File: config.mk
export PLATFORM = sky130hd
export DESIGN_NAME = uart_frame_arbiter
export DESIGN_NICKNAME = d
export VERILOG_FILES = /design/src/rtl/uart_frame_arbiter.sv
export SDC_FILE = /design/constraint.sdc
export NUM_CORES = 1
export LEC_CHECK = 0
export ABC_AREA = 1
export CORE_MARGIN = 4
export CORE_UTILIZATION = 47
export CTS_CLUSTER_SIZE = 12
export DETAILED_ROUTE_END_ITERATION = 10
export GPL_ROUTABILITY_DRIVEN = 0
export PLACE_DENSITY = 0.82
export SLEW_MARGIN = 30
export SYNTH_ARGS = -nofsm -noshare
export SYNTH_HDL_FRONTEND = slang
export SYNTH_SLANG_ARGS = --single-unit
File: constraint.sdc
create_clock -name clk -period 2.9 [get_ports clk]
set_input_delay 0.58 -clock clk [delete_from_list [all_inputs] [get_ports clk]]
set_output_delay 0.58 -clock clk [all_outputs]
set_load 0.01 [all_outputs]
File: src/rtl/uart_frame_arbiter.sv
// uart_frame_arbiter: round-robin arbiter that wraps one 16-bit channel sample
// into a 5-byte frame (header, id, hi, lo, checksum) for the UART TX FIFO.
module uart_frame_arbiter #(
   parameter int          NCH    = 4,
   parameter logic [7:0]  HEADER = 8'hAA
) (
   input  logic               clk,
   input  logic               reset,
   input  logic [NCH-1:0]     req,
   input  logic [NCH*16-1:0]  sample,
   output logic [NCH-1:0]     ack,
   input  logic               fifo_full,
   output logic [7:0]         w_data,
   output logic               wr_uart,
   output logic               busy,
   output logic [2:0]         grant_id
);
   typedef enum logic [2:0] {IDLE, HDR, ID, HI, LO, SUM} state_t;
   state_t         state_q;
   logic [2:0]     last_q, id_q, sel_d, cand;
   logic           found_d;
   logic [15:0]    hold_q;
   logic [NCH-1:0] ack_q;
   logic [7:0]     req_ext, sum;
   logic [127:0]   sample_ext;
   assign req_ext    = 8'(req);
   assign sample_ext = 128'(sample);
   // search starts one past the last grant and wraps back around to it
   always_comb begin
      found_d = 1'b0;
      sel_d   = last_q;
      cand    = '0;
      for (int k = 1; k <= NCH; k++) begin
         cand = 3'((int'(last_q) + k) % NCH);
         if (!found_d && req_ext[cand]) begin
            found_d = 1'b1;
            sel_d   = cand;
         end
      end
   end
   assign sum      = {5'b0, id_q} + hold_q[15:8] + hold_q[7:0];
   assign busy     = state_q != IDLE;
   assign wr_uart  = busy & ~fifo_full;
   assign ack      = ack_q;
   assign grant_id = id_q;
   assign w_data   = state_q == HDR ? HEADER :
                     state_q == ID  ? {5'b0, id_q} :
                     state_q == HI  ? hold_q[15:8] :
                     state_q == LO  ? hold_q[7:0] :
                     state_q == SUM ? sum : 8'h00;
   always_ff @(posedge clk or negedge reset) begin
      if (!reset) begin
         state_q <= IDLE;
         last_q  <= 3'(NCH - 1);
         id_q    <= '0;
         hold_q  <= '0;
         ack_q   <= '0;
      end else begin
         ack_q <= '0;
         if (state_q == IDLE) begin
            if (found_d) begin
               hold_q  <= sample_ext[{sel_d, 4'b0} +: 16];
               id_q    <= sel_d;
               last_q  <= sel_d;
               ack_q   <= NCH'(1) << sel_d;
               state_q <= HDR;
            end
         end else if (wr_uart) begin
            state_q <= state_q == SUM ? IDLE : state_t'(state_q + 3'd1);
         end
      end
   end
endmodule

==> results list <==
- Cell area reported after detailed placement: approximately 3600 sq um
- Part of the cycle the worst path needs: 110%
- Actual slew at the worst max-slew pin: between 0.3 and 0.4 ns
- Mapped Cells: a little under 400
- Clock tree synthesis found a total of 28 sinks.
- Run status: finished with violations
* Non-filler cells, final: approximately 560
* IR Drop Worst-Case VDD: between 0.0007 and 0.0008 V
- Power spread over the standard cell area amounts to ~1200 nW/um^2.
- Arrival time at the worst endpoint: 2.62 ns
- The checks that failed: setup timing.
- Fraction of layout cells with a size suffix above 1: 16.7%
- The worst path in the final design needs a cycle of 3.20 ns, including I/O delays and setup.
- Overall power consumption: 4.65 mW
- Core area: ~5500 sq um
- Die span in x: ~83 um
- Based on the critical path, the design can be clocked at up to 313 MHz.
- The first global-routing pass estimated between 10000 and 15000 um of wire.
- For the worst-skew pair, the clock arrives at the later sink with an insertion delay of approximately 0.28 ns.
- Starting density of the core: 48.3%
* GRT Util Overall: a little over a fifth
- Final hold violation count: 0
- In the routed layout, each cell is associated on average with a via count of 5.18.
- Averaged over all synthesized cells, the footprint is approximately 6.8 sq um.
- Clock input transition at the sequential cells of the worst setup and hold paths: around 0.1 ns
- Number of port buffers: 87
- Wire length after detailed routing: ~7600 um
* CTS Hold Bufs: 0
* Sequential share of the synthesized area: approximately a quarter
* Dpl cells: around 560
* Maximum buffer depth of the clock tree: 2
- Dividing the detail-routed wire length by the instance count gives 13.5 um.
* Starting DRT DRC Count: 170
- between 80 and 90 I/O pins were placed.
* Antenna Diode Count: 0
* Static leakage power: between 1.5 and 2 nW
* Worst Skew: ~0.0045 ns
* Height of the chip: 83.0 um
- Largest net degree at the start of global routing: 36
- The number of antenna violations at the first check in global routing is 0.
- TritonCTS built the clock tree.
* Post-route cell area: between 3000 and 4000 sq um
* Num rows: 27
- The number of max-slew violations in the final report came to 0.
* Net count after synthesis: around 480
- TritonCTS created 3 clock buffers.
* # nets final: 578
* Post-Syn Area: between 2000 and 3000 sq um
- After layout, the worst setup slack is -0.295 ns.
- Critical path data required time: around 2.3 ns
* CP Launch Type: register
- Worst setup path class: reg -> out
- Post-synthesis cell type count: 36
- Once detailed placement completed, the half-perimeter wirelength came to slightly below 6000 um.
- Clock root buffer: clkbuf_8
* RSZ-0062 raised after global routing: yes
- The filler cells instantiated in the layout total between 400 and 500.
- Along the worst path, the maximum fanout reaches 2.
- In this run the worst hold path is classified as reg -> reg.
- Hold slack final: between 0.5 and 0.6 ns
- Via total after detailed routing: a little under 3000
- The first detailed-routing pass ran for 4 iterations.
* Crit end category: output port
- The number of global-route vias before repair came to 2727.
- Summed over all layers, the global routing overflow is 0.
- Level count of the clock H-tree: 1
- Setup violations remaining at the end of the flow were counted as 6.
- Warnings, synthesis: 0
* Count of antenna-violating nets left after detailed routing: 0
* Die footprint: between 6000 and 7000 sq um
- Synthesis-stage register bit count: 28
- Detailed-route DRC error count: 0
* Max_slew headroom: about three quarters
* Area growth from synthesis to final layout: 41.1%
* Max-cap check violation count: 0
[cell type report]
class / instances / area (sq um) / area share [%]
inverters: 31 / 121 / 3.26
repair buffers: 113 / 1040 / 27.9
multi-input cells: 315 / 1700 / 45.7
clock buffers: 3 / 41.3 / 1.11
clock inverters: 1 / 30.0 / 0.806
well taps: 72 / 90.1 / 2.42
flip-flops and latches: 28 / 703 / 18.9
[worst max-delay path, stage by stage (launching register included)]
cell	delay, ns
dfrtp_1	0.41
fa_1	0.49
ha_2	0.21
fa_2	0.36
buf_6	0.13
or2_4	0.24
nand3_2	0.07
nand2_1	0.07
a21oi_2	0.13
o21ai_1	0.08
buf_2	0.14
[logic make-up after synthesis]
family	synth area share [%]
compound gates	8.43
xor+xnor	1.33
fa+ha+maj	8.24
buf+inv	10.2
flops	26.6
simple gates	45.1
[cells in the mapped netlist (all sizes together)]
library cell  number  area, sq um
a211oi             1         7.51
a21oi             16         80.1
a22o               1         8.76
a31oi              2         12.5
buf               16          145
clkbuf             1         3.75
dfrtp             26          651
dfstp              2         52.6
fa                 4         80.1
ha                11          138
inv               31          121
nand2            160          651
nand3             76          430
nand4              2         12.5
nor2              13         67.6
nor3               3         25.0
o211ai             1         7.51
o21ai             17         85.1
o21bai             2         15.0
o22ai              1         6.26
or2                1         6.26
xnor2              2         17.5
xor2               2         17.5
[power breakdown]
group	leakage, nW	switching [mW]	internal [mW]
Clock	0.0357	0.126	0.185
Combinational	1.49	2.18	1.40
Sequential	0.352	0.169	0.580
[stage by stage]
step                setup slack [ns]  setup TNS [ns]  util, %
CTS                           -0.248          -0.938     67.7
floorplan                     0.0555               0        -
global placement              -0.381           -1.49     66.1
detailed placement            -0.431           -1.80     66.1
global route                  -0.399           -1.66     68.1
finish                        -0.295           -1.02     68.1
[flip-flops by register name, indices dropped and copies added, names as in the netlist]
| name | flops |
|---|---|
| ack | 4 |
| grant_id | 2 |
| hold_q | 16 |
| last_q | 3 |
| state_q | 3 |
[per-layer routing]
metal	vias to the layer above	wire [um]	global-route usage, %
met2	96	3630	35.2
met3	9	578	3.08
met5	-	0	0
li1	1474	-	-
met4	0	82	4.61
met1	1340	3330	31.1
[worst paths after layout]
path	from	endpoint	slack, ns	cells after the start
worst min register to register	hold_q[14]	hold_q[14]	0.55	2
max in group asynchronous	reset	last_q[0]	1.93	2
min in group asynchronous	reset	hold_q[13]	0.66	2
worst min-delay path	hold_q[14]	hold_q[14]	0.55	2
worst max-delay path	grant_id[1]	w_data[3]	-0.30	10
worst max register to register	last_q[0]	hold_q[1]	0.71	11
[cells in the final DEF, fill, tap and decap left out, types with 5 or more instances in the layout]
master / count
nand2_1: 146
clkdlybuf4s50_1: 80
nand3_1: 65
dfrtp_1: 26
buf_4: 25
inv_1: 24
a21oi_1: 12
nand3_2: 11
nor2_1: 10
nand2_2: 10
ha_1: 10
o21ai_0: 9
o21ai_1: 8
buf_2: 6
inv_2: 5
[what timing repair did]
action,CTS,global route
buffers inserted,2,2
pin swaps,12,9
endpoints found under the setup margin,7,7
resized for setup,36,5
Note: power is estimated with default switching activity, not from simulation.
